## config.mk

```make
export PLATFORM = sky130hd
export DESIGN_NAME = nvme_sq_feeder_flat
export DESIGN_NICKNAME = d
export VERILOG_FILES = /design/src/rtl/nvme_sq_feeder_if.sv /design/src/rtl/nvme_sq_feeder.sv /design/src/flat_wrapper.sv
export SDC_FILE = /design/constraint.sdc
export NUM_CORES = 1
export LEC_CHECK = 0
export ABC_AREA = 0
export BUFFER_PORTS_ARGS = -buffer_cell sky130_fd_sc_hd__buf_2
export CAP_MARGIN = 10
export CORE_MARGIN = 4
export CORE_UTILIZATION = 35
export DETAILED_ROUTE_END_ITERATION = 10
export PLACE_DENSITY = 0.53
export SYNTH_ARGS = -nofsm -noshare
export SYNTH_HDL_FRONTEND = slang
export SYNTH_SLANG_ARGS = --single-unit
```

## constraint.sdc

```tcl
create_clock -name aclk -period 7.1 [get_ports aclk]
set_input_delay 1.065 -clock aclk [delete_from_list [all_inputs] [get_ports aclk]]
set_output_delay 1.065 -clock aclk [all_outputs]
set_load 0.03 [all_outputs]
```

## src/rtl/nvme_sq_feeder_if.sv

```systemverilog
// Command-stream, SQ-write, doorbell and job-control signals between the scheduler side and the SQ feeder.
// master is the feeder; slave is the scheduler/memory/completion environment around it.
interface nvme_sq_feeder_if;
  logic        start;
  logic [31:0] num_reqs;
  logic [63:0] sq_base;
  logic        done;
  logic        cmd_valid;
  logic        cmd_ready;
  logic [63:0] cmd_data;
  logic        sq_wr_valid;
  logic        sq_wr_ready;
  logic [63:0] sq_wr_addr;
  logic [63:0] sq_wr_data;
  logic        db_valid;
  logic        db_ready;
  logic [15:0] db_tail;
  logic        cq_head_vld;
  logic [15:0] cq_head;

  modport master (
    input  start, num_reqs, sq_base, cmd_valid, cmd_data, sq_wr_ready, db_ready,
           cq_head_vld, cq_head,
    output done, cmd_ready, sq_wr_valid, sq_wr_addr, sq_wr_data, db_valid, db_tail
  );

  modport slave (
    output start, num_reqs, sq_base, cmd_valid, cmd_data, sq_wr_ready, db_ready,
           cq_head_vld, cq_head,
    input  done, cmd_ready, sq_wr_valid, sq_wr_addr, sq_wr_data, db_valid, db_tail
  );
endinterface

```

## src/rtl/nvme_sq_feeder.sv

```systemverilog
// Streams command pointers into a circular SQ, ringing the tail doorbell every BATCH entries.
// Two cycles per command plus one per ring; stalls on SQ-full, sq_wr_ready and db_ready.
module nvme_sq_feeder #(
  parameter int SQ_DEPTH    = 64,
  parameter int ENTRY_BYTES = 8,
  parameter int BATCH       = 8
) (
  input logic            aclk,
  input logic            reset,
  nvme_sq_feeder_if.master bus
);
  localparam int AW = (SQ_DEPTH > 1) ? $clog2(SQ_DEPTH) : 1;
  localparam int BW = $clog2(BATCH + 1);
  localparam int SH = $clog2(ENTRY_BYTES);
  localparam logic [AW-1:0] TAIL_ONE  = 1;
  localparam logic [BW-1:0] BATCH_ONE = 1;
  localparam logic [BW-1:0] BATCH_END = BATCH[BW-1:0];

  typedef enum logic [2:0] {IDLE, FETCH, WRITE, RING, DONE} state_t;

  state_t        state;
  logic [AW-1:0] tail;
  logic [AW-1:0] head;
  logic [AW-1:0] tail_inc;
  logic [31:0]   remaining;
  logic [BW-1:0] batch_cnt;
  logic [63:0]   base_q;
  logic          wr_valid_q;
  logic [63:0]   wr_addr_q;
  logic [63:0]   wr_data_q;
  logic          db_valid_q;
  logic [15:0]   db_tail_q;
  logic          done_q;
  logic          full;

  assign tail_inc = tail + TAIL_ONE;
  assign full     = (tail_inc == head);

  assign bus.cmd_ready   = (state == FETCH) && !full;
  assign bus.sq_wr_valid = wr_valid_q;
  assign bus.sq_wr_addr  = wr_addr_q;
  assign bus.sq_wr_data  = wr_data_q;
  assign bus.db_valid    = db_valid_q;
  assign bus.db_tail     = db_tail_q;
  assign bus.done        = done_q;

  always_ff @(posedge aclk) begin
    if (reset) begin
      state      <= IDLE;
      tail       <= '0;
      head       <= '0;
      remaining  <= '0;
      batch_cnt  <= '0;
      base_q     <= '0;
      wr_valid_q <= 1'b0;
      wr_addr_q  <= '0;
      wr_data_q  <= '0;
      db_valid_q <= 1'b0;
      db_tail_q  <= '0;
      done_q     <= 1'b0;
    end else begin
      done_q <= 1'b0;
      // Out-of-range head reports are dropped rather than truncated.
      if (bus.cq_head_vld && (32'(bus.cq_head) < 32'(SQ_DEPTH))) begin
        head <= bus.cq_head[AW-1:0];
      end
      case (state)
        IDLE: begin
          if (bus.start) begin
            remaining <= bus.num_reqs;
            base_q    <= bus.sq_base;
            batch_cnt <= '0;
            state     <= (bus.num_reqs != 32'd0) ? FETCH : DONE;
          end
        end
        FETCH: begin
          if (bus.cmd_valid && !full) begin
            wr_data_q  <= bus.cmd_data;
            wr_addr_q  <= base_q + (64'(tail) << SH);
            wr_valid_q <= 1'b1;
            state      <= WRITE;
          end else if (full && (batch_cnt != '0)) begin
            // Publish the partial batch so the consumer can drain and free space.
            db_valid_q <= 1'b1;
            db_tail_q  <= 16'(tail);
            state      <= RING;
          end
        end
        WRITE: begin
          if (bus.sq_wr_ready) begin
            wr_valid_q <= 1'b0;
            tail       <= tail_inc;
            remaining  <= remaining - 32'd1;
            batch_cnt  <= batch_cnt + BATCH_ONE;
            if ((remaining == 32'd1) || (batch_cnt + BATCH_ONE == BATCH_END)) begin
              db_valid_q <= 1'b1;
              db_tail_q  <= 16'(tail_inc);
              state      <= RING;
            end else begin
              state <= FETCH;
            end
          end
        end
        RING: begin
          if (bus.db_ready) begin
            db_valid_q <= 1'b0;
            batch_cnt  <= '0;
            state      <= (remaining == 32'd0) ? DONE : FETCH;
          end
        end
        DONE: begin
          done_q <= 1'b1;
          state  <= IDLE;
        end
        default: state <= IDLE;
      endcase
    end
  end
endmodule

```

## src/flat_wrapper.sv

```systemverilog
// flat-port wrapper written by rule: the top's interface ports become plain ports
module nvme_sq_feeder_flat 
#(
  parameter int SQ_DEPTH    = 64,
  parameter int ENTRY_BYTES = 8,
  parameter int BATCH       = 8
)
  (aclk, reset, bus_start, bus_num_reqs, bus_sq_base, bus_cmd_valid, bus_cmd_data, bus_sq_wr_ready, bus_db_ready, bus_cq_head_vld, bus_cq_head, bus_done, bus_cmd_ready, bus_sq_wr_valid, bus_sq_wr_addr, bus_sq_wr_data, bus_db_valid, bus_db_tail);
  nvme_sq_feeder_if bus_i ();
  input logic aclk;
  input logic reset;
  input wire logic [$bits(bus_i.start)-1:0] bus_start;
  input wire logic [$bits(bus_i.num_reqs)-1:0] bus_num_reqs;
  input wire logic [$bits(bus_i.sq_base)-1:0] bus_sq_base;
  input wire logic [$bits(bus_i.cmd_valid)-1:0] bus_cmd_valid;
  input wire logic [$bits(bus_i.cmd_data)-1:0] bus_cmd_data;
  input wire logic [$bits(bus_i.sq_wr_ready)-1:0] bus_sq_wr_ready;
  input wire logic [$bits(bus_i.db_ready)-1:0] bus_db_ready;
  input wire logic [$bits(bus_i.cq_head_vld)-1:0] bus_cq_head_vld;
  input wire logic [$bits(bus_i.cq_head)-1:0] bus_cq_head;
  output wire logic [$bits(bus_i.done)-1:0] bus_done;
  output wire logic [$bits(bus_i.cmd_ready)-1:0] bus_cmd_ready;
  output wire logic [$bits(bus_i.sq_wr_valid)-1:0] bus_sq_wr_valid;
  output wire logic [$bits(bus_i.sq_wr_addr)-1:0] bus_sq_wr_addr;
  output wire logic [$bits(bus_i.sq_wr_data)-1:0] bus_sq_wr_data;
  output wire logic [$bits(bus_i.db_valid)-1:0] bus_db_valid;
  output wire logic [$bits(bus_i.db_tail)-1:0] bus_db_tail;
  assign bus_i.start = bus_start;
  assign bus_i.num_reqs = bus_num_reqs;
  assign bus_i.sq_base = bus_sq_base;
  assign bus_i.cmd_valid = bus_cmd_valid;
  assign bus_i.cmd_data = bus_cmd_data;
  assign bus_i.sq_wr_ready = bus_sq_wr_ready;
  assign bus_i.db_ready = bus_db_ready;
  assign bus_i.cq_head_vld = bus_cq_head_vld;
  assign bus_i.cq_head = bus_cq_head;
  assign bus_done = bus_i.done;
  assign bus_cmd_ready = bus_i.cmd_ready;
  assign bus_sq_wr_valid = bus_i.sq_wr_valid;
  assign bus_sq_wr_addr = bus_i.sq_wr_addr;
  assign bus_sq_wr_data = bus_i.sq_wr_data;
  assign bus_db_valid = bus_i.db_valid;
  assign bus_db_tail = bus_i.db_tail;
  nvme_sq_feeder #(.SQ_DEPTH(SQ_DEPTH), .ENTRY_BYTES(ENTRY_BYTES), .BATCH(BATCH)) u_core (.aclk(aclk), .reset(reset), .bus(bus_i));
endmodule
```

### Yosys cells after proc, flatten, opt, wreduce, memory -nomap -nowiden

Cells that the tools add are included.

| word-level totals | value |
|---|---|
| flip-flop bits (word level) | 262 |
| bits of input ports | 183 |
| output and inout port bits | 148 |

| cells by class | value |
|---|---|
| $add $sub $neg | 4 |
| $lt $le $gt $ge | 1 |
| eq/ne operators | 15 |
| multiplexer cells | 31 |
| reduce and logical (&&, ||, !) cells | 23 |

Operators with widths:

| cell | count |
|---|---|
| adder 64 x 9 -> 64 bit | 1 |
| two-way mux 16 bit | 4 |
| two-way mux 32 bit | 2 |
| one-hot mux 32 bit (2 select lines) | 1 |
| == test 32 x 1 -> 1 bit, second input constant | 1 |
| logical NOT 32 bit | 1 |
| one-hot mux 16 bit (2 select lines) | 1 |
| nonzero test 32 bit | 1 |
| subtractor 32 x 1 -> 32 bit, second input constant | 1 |
| two-way mux 3 bit | 7 |
| < comparator 16 x 7 -> 1 bit, second input constant | 1 |
| two-way mux 4 bit | 3 |
| != test 2 bit, second input constant | 6 |
| one-hot mux 3 bit (4 select lines) | 1 |
| one-hot mux 4 bit (3 select lines) | 1 |
| two-way mux 1 bit | 8 |
| AND reduction 4 bit | 2 |
| adder 6 x 1 -> 6 bit, second input constant | 1 |
| == test 3 x 2 -> 1 bit, second input constant | 2 |
| == test 6 bit | 1 |
| AND reduction 2 bit | 3 |
| AND reduction 3 bit | 2 |
| AND reduction 6 bit | 1 |
| nonzero test 3 bit | 2 |
| other kinds (16) | 20 |

### Logic depth before layout (Yosys ltp)

Gate-level depths: netlist of run 1.

| depth | value |
|---|---|
| depth in word-level cells | 6 |
| mapped depth | 10 |

### Worst setup path after synthesis of run 1

OpenSTA, ideal clock, no wires.

| timing path | value |
|---|---|
| kind | flip-flop to output port |
| start | register u_core.tail[0] |
| end | output bus_cmd_ready |
| arrival time | 1.763 ns |
| data required time | 6.035 ns |
| path slack | 4.272 ns |
| cell stages (with the launch flop) | 6 |
| path buffers | 0 |
| cells stage by stage | dfxtp_1 -> ha_1 -> xor2_1 -> o211ai_1 -> mux2_2 -> a21oi_1 |

| on the way | value |
|---|---|
| longest elaborated chain between the ends | 4 |

Ends and longest elaborated chain:

| what | RTL line | text |
|---|---|---|
| start, declared | nvme_sq_feeder.sv:22 | `logic [AW-1:0] tail;` |
| start signal, assigned | nvme_sq_feeder.sv:92 | `tail <= tail_inc;` |
| adder 6 x 1 -> 6 bit | nvme_sq_feeder.sv:36 | `assign tail_inc = tail + TAIL_ONE;` |
| == test 6 bit | nvme_sq_feeder.sv:37 | `assign full = (tail_inc == head);` |
| logical NOT 1 bit | nvme_sq_feeder.sv:39 | `assign bus.cmd_ready = (state == FETCH) && !full;` |
| logical AND 1 bit | nvme_sq_feeder.sv:39 |  |
| end, declared | flat_wrapper.sv:22 | `output wire logic [$bits(bus_i.cmd_ready)-1:0] bus_cmd_ready;` |

No other way between the ends.

### Worst setup path after layout of run 1

Ends and elaborated chain as after synthesis.

==> impl_metrics.ini, run 1 <==
[grt]
antenna_found_initial = 5
use_met3_pct = 3.86
grt_usage_pct = 19.0
grt_max_degree = 94
grt_overflow = 0
grt_pass1_vias = 10600
gr-max-usage-layer = met2
grtUsageMet2_pct = 31.4
met1_usage_pct = 25.9
grt_pass1_wl_mm = 57.0

[floorplan]
initial_core_util_pct = 35.7
num_io_pins = 331
die_h_microns = 191
rows = 66
dieArea_sq_um = 36400
core_sq_um = 32800
dieWidth_microns = 191

[route]
drt-pass1-iter-count = 5
drc = 0
first_iter_violations = 651
drtAntennaViolNets = 0
wl_per_cell_microns = 16.7
wl_mm = 37.0
num_vias = 11200
post_drt_via_cell_ratio = 5.06

[final_layout]
drive_gt1_share_pct = 23.7
fin_area_sq_um = 14500
area_growth_pct = 24.3
nFillCells = 3445
num-nets-final = 1948

[synthesis]
synth.most_common_cell = nand2_1
synth_ff_type = dfxtp_1
yosysTopAreaCell = dfxtp_1
ys_seq_area_share_pct = 43.1
async_flop_share_pct = 0
synth_edf_count = 0
syn_area_sq_um = 11700
yosysUniqueCellTypes = 68
synth_area_leaders = dfxtp_1 43%, nand2_1 11%, a21oi_1 8.2%, nor2_1 4.2%, a211oi_1 3.8%
syn_area_per_cell_sq_um = 7.85
synth_top_area_share_pct = 43.1
syn_inst = 1490
ys_ff_latch = 252
ys_top_cells_by_count = 346 x nand2_1, 252 x dfxtp_1, 191 x a21oi_1
yosysWarnings = 0

[timing]
drv_slew = 0
finalCriticalPeriod_ns = 3.53
tightest_slew_ns = 1.09
hold_viol = 0
relSlewSlack_pct = 26.5
fin_crit_sh_pct = 49.8
fin_skew_ns = 0.0159
setup_viol = 0
timing.fmax_ghz = 0.283
tns_ns = 0
rsz0062_at_grt = no
worst_slack_ns = 3.57

[critical_path]
ff2ff_setup_slack_ns = 3.80
crit_path_end_kind = output pin
path_class = register to output pin
rr_endpoint = u_core.bus.sq_wr_addr[7]
critPathArrivalTime_ns = 2.47
reg2reg_depth = 8
crit_path_start_kind = register
r2r_start = u_core.tail[0]
required_ns = 6.03
cp_max_fo = 8

[outcome]
status = finished clean

[power]
swShare_pct = 36.4
p_comb_share_pct = 29.7
p_per_area_nw_per_um2 = 329
cell_internal_pwr_uw = 3050
p_sw_uw = 1740
seq_power_share_pct = 37.9
p_clk_share_pct = 32.3
vdd.ir_drop.worst_v = 0.000162
p_leak_uw = 0.00584

[worst_hold_path]
hold_class = register to register
min_to = u_core.bus.sq_wr_addr[0]
holdPathStages = 2
hold_start = u_core.base_q[0]

[placed_design]
dpl_cell_area_sq_um = 13500
gp_congestion = 0.786
place_ws_ns = 3.79
numPortBuffers = 320
dp_hpwl_mm = 25.9

[clock_network]
cts_resized = 0
root_buffer = clkbuf_16
cts_setup_buffers = 0
clkLatencyLatePin_ns = 0.55
holdBufCountCts = 0
cts_tree = done
clock-sinks = 252
path_clk_slew_ns = 0.06
cts_made_buffers = 30
htree_levels = 1
cts.path.max_buffers = 3

[job]
cap_violations = 0
## sequential cells by signal (all words and copies together), names as in the netlist
| signal | flops |
|---|---|
| u_core.bus.db_valid | 1 |
| u_core.bus.sq_wr_valid | 1 |
| u_core.tail | 6 |
| u_core.bus.done | 1 |
| u_core.bus.sq_wr_data | 64 |
| u_core.base_q | 64 |
| u_core.bus.db_tail | 6 |
| u_core.remaining | 32 |
| u_core.bus.sq_wr_addr | 64 |
| u_core.state | 3 |
| u_core.batch_cnt | 4 |
| u_core.head | 6 |
## stage by stage
step | std cells | power [uW] | hold slack, ns | util, %
finish | 2215 | 4790 | 0.448 | 44.4
global route | 2215 | 5090 | 0.462 | 44.4
CTS | 2212 | 4860 | 0.442 | 44.3
detailed placement | 2162 | 3290 | 0.443 | 41.3
global placement | 2162 | 3270 | 0.438 | 41.3
floorplan | 1499 | 2850 | 0.432 | -
## final cells by class
class	instances	area, sq um	share of cell area (%)
multi-input combinational	1122	6170	42.4
sequential	252	5040	34.7
timing repair buffer	333	1710	11.7
clock buffer	44	925	6.36
tap	442	553	3.80
clock inverter	6	83.8	0.576
inverter	13	48.8	0.336
antenna	3	7.51	0.0516
## worst max-delay path by stage
stage / startpoint / endpoint / slack (ns)
finish: u_core.tail[0] / bus_cmd_ready / 3.57
global route: u_core.tail[0] / bus_cmd_ready / 3.41
CTS: u_core.tail[0] / bus_cmd_ready / 3.52
detailed placement: u_core.tail[0] / u_core.bus.sq_wr_addr[7] / 3.79
global placement: u_core.tail[0] / u_core.bus.sq_wr_addr[7] / 3.84
floorplan: u_core.tail[0] / bus_cmd_ready / 4.27
## cell families (layout without fill, tap and decap cells)
| logic type | count (synthesis) | after routing | share of synthesized area [%] |
|---|---|---|---|
| muxes | 7 | 7 | 0.609 |
| adders and majority gates | 13 | 13 | 1.45 |
| xor gates and xnor gates | 71 | 71 | 5.31 |
| other | 1 | 13 | 0.0320 |
| DFF | 252 | 252 | 43.1 |
| buffers and inverters | 125 | 396 | 4.65 |
| AOI/OAI and AO/OA | 367 | 367 | 19.0 |
| and+or+nand+nor | 654 | 654 | 25.9 |
## layout by cell type, fill, tap and decap left out, types with 6 or more instances in the layout
master     instances
o22ai_1            6
inv_1             13
xor2_1            21
o21ai_0           44
a211oi_2           6
ha_1              12
o211ai_1           7
mux2i_1            6
a21oi_1          190
and2_1             6
buf_4             13
nor2_1           130
a22oi_1           12
nor3_1            18
conb_1            10
xnor2_1           50
clkbuf_16         31
a31oi_1            6
nand3_1           36
or3_1              9
nand2_1          345
dfxtp_1          252
buf_2            319
nor4_1            24
and3_1             9
nand4_1           22
a211oi_1          59
clkbuf_8          11
## worst max-delay path, stage by stage (launching register included)
cell and delay, ns:
dfxtp_1 0.51, ha_1 0.33, xor2_1 0.16, o211ai_1 0.10, mux2_2 0.35, a21oi_1 0.23, buf_2 0.24
## per-layer routing
layer | wire length (microns) | vias to the layer above | part of all wire (%)
li1 | - | 5686 | -
met1 | 16600 | 5128 | 45
met5 | 13 | - | 0.035
met4 | 797 | 2 | 2.2
met2 | 16800 | 337 | 46
met3 | 2680 | 60 | 7.3
## power groups by stage
stage	combinational, uW	sequential [uW]	clock [uW]
global route	1590	1850	1660
floorplan	816	2030	0
detailed placement	1440	1850	0
finish	1420	1820	1550
CTS	1440	1820	1600
global placement	1430	1840	0
(Power assumes the default switching activity.)
==> inputs of run 2 (changes only) <==
clock period = 3.4 ns   (was 7.1 ns; I/O delays follow)
==> run 2 against run 1 <==
- sequential power rose by 110%
- flip-flop and latch count did not move
- wire length rose by 1.0%
- global-route usage rose by 0.49 points
- non-clock buffer count rose by 15
- die area did not move
- critical endpoint unchanged
- largest cell class unchanged
==> impl_metrics.ini, run 2 (synthesized netlist as in run 1, its figures left out) <==
[outcome]
status = finished clean

[timing]
relSlewSlack_pct = 29.3
timing.fmax_ghz = 0.332
hold_ws_ns = 0.190
drv_slew = 0
tns_ns = 0
rsz0062_at_grt = no
fin_skew_ns = 0.0118
setup_viol = 0
hold_viol = 0
tightest_slew_ns = 1.06
fin_crit_sh_pct = 88.5
finalCriticalPeriod_ns = 3.01

[grt]
use_met3_pct = 4.56
grtUsageMet2_pct = 32.2
grt_pass1_vias = 10700
antenna_found_initial = 3
gr-max-usage-layer = met2
grt_overflow = 0
grt_max_degree = 146
met1_usage_pct = 25.9
grt_pass1_wl_mm = 58.2
grt_usage_pct = 19.5

[clock_network]
clkLatencyLatePin_ns = 0.56
htree_levels = 1
path_clk_slew_ns = 0.06
cts.path.max_buffers = 3
cts_tree = done
root_buffer = clkbuf_16
cts_made_buffers = 30
cts_resized = 0
holdBufCountCts = 0
cts_setup_buffers = 0
clock-sinks = 252

[final_layout]
area_growth_pct = 25.5
nFillCells = 3498
num-nets-final = 1963
multiInputGateArea_sq_um = 6170
layout_commonest_cell = nand2_1
drive_gt1_share_pct = 24.2
layout_common_cells = 346 x nand2_1, 319 x buf_2, 252 x dfxtp_1
seq_area_sq_um = 5040

[route]
drtAntennaViolNets = 0
num_vias = 11300
wl_per_cell_microns = 16.7
first_iter_violations = 689
drt-pass1-iter-count = 5
wl_mm = 37.3
drc = 0
post_drt_via_cell_ratio = 5.06

[floorplan]
core_sq_um = 32800
num_io_pins = 331
die_h_microns = 191
dieWidth_microns = 191
initial_core_util_pct = 35.7
rows = 66
dieArea_sq_um = 36400

[critical_path]
cp_max_fo = 8
crit_path_start_kind = register
crit_path_end_kind = output pin
required_ns = 2.89
path_class = register to output pin
crit_start = u_core.tail[0]
critPathArrivalTime_ns = 2.50
r2r_start = u_core.tail[5]

[worst_hold_path]
hold_start = bus_cq_head[4]
hold_class = input pin to register

[power]
p_per_area_nw_per_um2 = 685
power_uw = 10100
p_leak_uw = 0.00591
vdd.ir_drop.worst_v = 0.000368

[placed_design]
dp_hpwl_mm = 26.7
numPortBuffers = 320
gp_congestion = 0.793

[job]
cap_violations = 0
[run 2: changes by cell type in the layout (fill, tap and decap cells not counted), sizes merged]
cell      delta
clkinv       +2
clkbuf       -2
buf         +15
clkinvlp     +2
[run 2: path summary, 6_finish.rpt]
kind	to	slack [ns]	depth (start not counted)
setup / recovery	bus_cmd_ready	0.39	6
hold / removal	u_core.head[4]	0.19	3
setup reg to reg	u_core.bus.sq_wr_addr[46]	0.52	7
hold reg to reg	u_core.bus.sq_wr_data[56]	0.45	2
[run 2: layout make-up]
class,instances,area share (%)
clock buffer,42,5.90
clock inverter,10,0.767
sequential,252,34.3
tap,442,3.77
multi-input combinational,1122,42.0
timing repair buffer,348,12.8
inverter,13,0.332
antenna,3,0.0511
[run 2: metrics by stage]
stage          instances  instance area (sq um)  util (%)  setup slack, ns
6_report            2232                  14700      44.8            0.391
5_1_grt             2231                  14700      44.8            0.186
4_1_cts             2229                  14700      44.8            0.330
3_5_place_dp        2177                  13700      41.8            0.501
3_3_place_gp        2177                  13700      41.8            0.567
2_1_floorplan       1499                  11700         -             1.09
[run 2: layer usage]
layer	part of all wire (%)	wire length, microns	vias up
li1	-	-	5726
met1	44	16500	5204
met2	46	17200	319
met3	7.7	2890	54
met4	2.1	788	2
met5	0.027	10	-
[run 2: where the power goes]
| part | switching, uW | total, uW | internal, uW |
|---|---|---|---|
| sequential | 386 | 3800 | 3410 |
| clock | 1270 | 3180 | 1910 |
| combinational | 2060 | 3090 | 1030 |
[run 2: worst max-delay path, stage by stage (launching register included)]
cell,delay [ns]
dfxtp_1,0.53
ha_1,0.32
xor2_1,0.16
o211ai_1,0.10
mux2_2,0.34
a21oi_1,0.24
buf_2,0.25
==> inputs of run 3 (changes only) <==
PLACE_DENSITY = 0.58   (was 0.53)
==> run 3 against run 2 <==
- utilization down 0.16 points
- cell count down 0.22%
- wire length down 1.3%
- clock-buffer cell count down 1
- non-clock buffer count down 5
- total power down 0.75%
- critical path type unchanged
- critical endpoint unchanged
- largest cell class unchanged
==> impl_metrics.ini, run 3 (synthesized netlist as in run 1, its figures left out) <==
[outcome]
status = finished clean

[clock_network]
cts_made_buffers = 29
cts_setup_buffers = 0
clkLatencyLatePin_ns = 0.55
path_clk_slew_ns = 0.06
root_buffer = clkbuf_16
holdBufCountCts = 0
htree_levels = 1
cts.path.max_buffers = 3
cts_tree = done
cts_resized = 0
clock-sinks = 252

[final_layout]
layout_commonest_cell = nand2_1
num-nets-final = 1957
drive_gt1_share_pct = 24.1
nFillCells = 3381
layout_common_cells = 346 x nand2_1, 319 x buf_2, 252 x dfxtp_1
area_growth_pct = 25.1

[placed_design]
place_ws_ns = 0.380
dp_hpwl_mm = 25.8
gp_congestion = 0.810
numPortBuffers = 320

[grt]
grt_pass1_vias = 10700
grt_max_degree = 133
antenna_found_initial = 2
grt_overflow = 0
grt_usage_pct = 19.1
grt_pass1_wl_mm = 57.4

[route]
drtAntennaViolNets = 0
wl_mm = 36.9
first_iter_violations = 745
drc = 0
wl_per_cell_microns = 16.5
num_vias = 11300
post_drt_via_cell_ratio = 5.07
drt-pass1-iter-count = 5

[floorplan]
num_io_pins = 331
rows = 66
core_sq_um = 32800
die_h_microns = 191
initial_core_util_pct = 35.7
dieWidth_microns = 191
dieArea_sq_um = 36400

[critical_path]
r2r_start = u_core.tail[5]
crit_path_end_kind = output pin
critPathArrivalTime_ns = 2.52
ff2ff_setup_slack_ns = 0.39
path_class = register to output pin
crit_start = u_core.tail[0]
cp_max_fo = 8
reg2reg_depth = 8
crit_path_start_kind = register
rr_endpoint = u_core.bus.sq_wr_addr[60]
required_ns = 2.89

[timing]
rsz0062_at_grt = no
fin_crit_sh_pct = 89.2
hold_viol = 0
finalCriticalPeriod_ns = 3.03
tns_ns = 0
timing.fmax_ghz = 0.330
relSlewSlack_pct = 37.4
setup_viol = 0
drv_slew = 0
fin_skew_ns = 0.0111
worst_slack_ns = 0.366
hold_ws_ns = 0.193
tightest_slew_ns = 0.939

[power]
p_leak_uw = 0.00590
cell_internal_pwr_uw = 6270
p_clk_share_pct = 31.3
seq_power_share_pct = 38.0
p_per_area_nw_per_um2 = 683
vdd.ir_drop.worst_v = 0.000397
p_sw_uw = 3720
p_comb_share_pct = 30.8
swShare_pct = 37.3

[job]
cap_violations = 0

[worst_hold_path]
hold_class = input pin to register
holdPathStages = 3
hold_start = bus_cq_head[0]
min_to = u_core.head[0]
==> run 3: cell count changes in the layout (fill, tap and decap cells not counted), moves of 2 or more <==
cell        previous run  this run
buf_4                 23        17
clkinv_2               4         9
clkbuf_16             31        29
clkinv_4               2         0
clkinvlp_4             2         0
diode_2                3         1
inv_6                  0         2
==> run 3: per-layer routing <==
metal	vias up	GRT usage [%]	wire length, microns	share of wire, %
li1	5696	-	-	-
met1	5223	25.7	16400	45
met2	329	31.5	16800	46
met3	47	4.36	2850	7.7
met4	2	4.12	744	2.0
met5	-	0	11	0.030
==> run 3: cell type report <==
class                   instances  area (sq um)  area share (%)
repair buffers                343          1860            12.7
well taps                     442           553            3.78
diodes                          1          2.50          0.0171
clock buffers                  41           831            5.68
inverters                      13          48.8           0.333
clock inverters                13           123           0.838
multi-input cells            1122          6170            42.2
flip-flops and latches        252          5040            34.5
==> run 3: how the worst max path moves through the flow <==
stage	to	slack [ns]
finish	bus_cmd_ready	0.37
global route	u_core.bus.sq_wr_addr[60]	0.14
CTS	bus_cmd_ready	0.31
detailed placement	u_core.bus.sq_wr_addr[60]	0.38
global placement	u_core.bus.sq_wr_addr[55]	0.52
floorplan	u_core.bus.sq_wr_addr[19]	1.09
==> run 3: critical path: stages (launching register included) <==
cell and delay, ns:
dfxtp_1 0.53, ha_1 0.33, xor2_1 0.16, o211ai_1 0.11, mux2_2 0.35, a21oi_1 0.25
buf_2 0.25
==> run 3: power by group through the flow <==
stage	logic (uW)	registers [uW]	clock network [uW]
floorplan	1700	4250	0
global placement	3050	3840	0
global route	3400	3860	3330
CTS	3100	3790	3210
finish	3070	3790	3120
detailed placement	3090	3850	0
==> run 3: through the flow <==
stage | total power (uW) | utilization, % | cell area (sq um) | instances
after floorplan | 5950 | - | 11700 | 1499
after global placement | 6900 | 41.7 | 13700 | 2172
after detailed placement | 6940 | 41.7 | 13700 | 2172
after CTS | 10100 | 44.6 | 14600 | 2226
after global routing | 10600 | 44.6 | 14600 | 2227
final | 9990 | 44.6 | 14600 | 2227
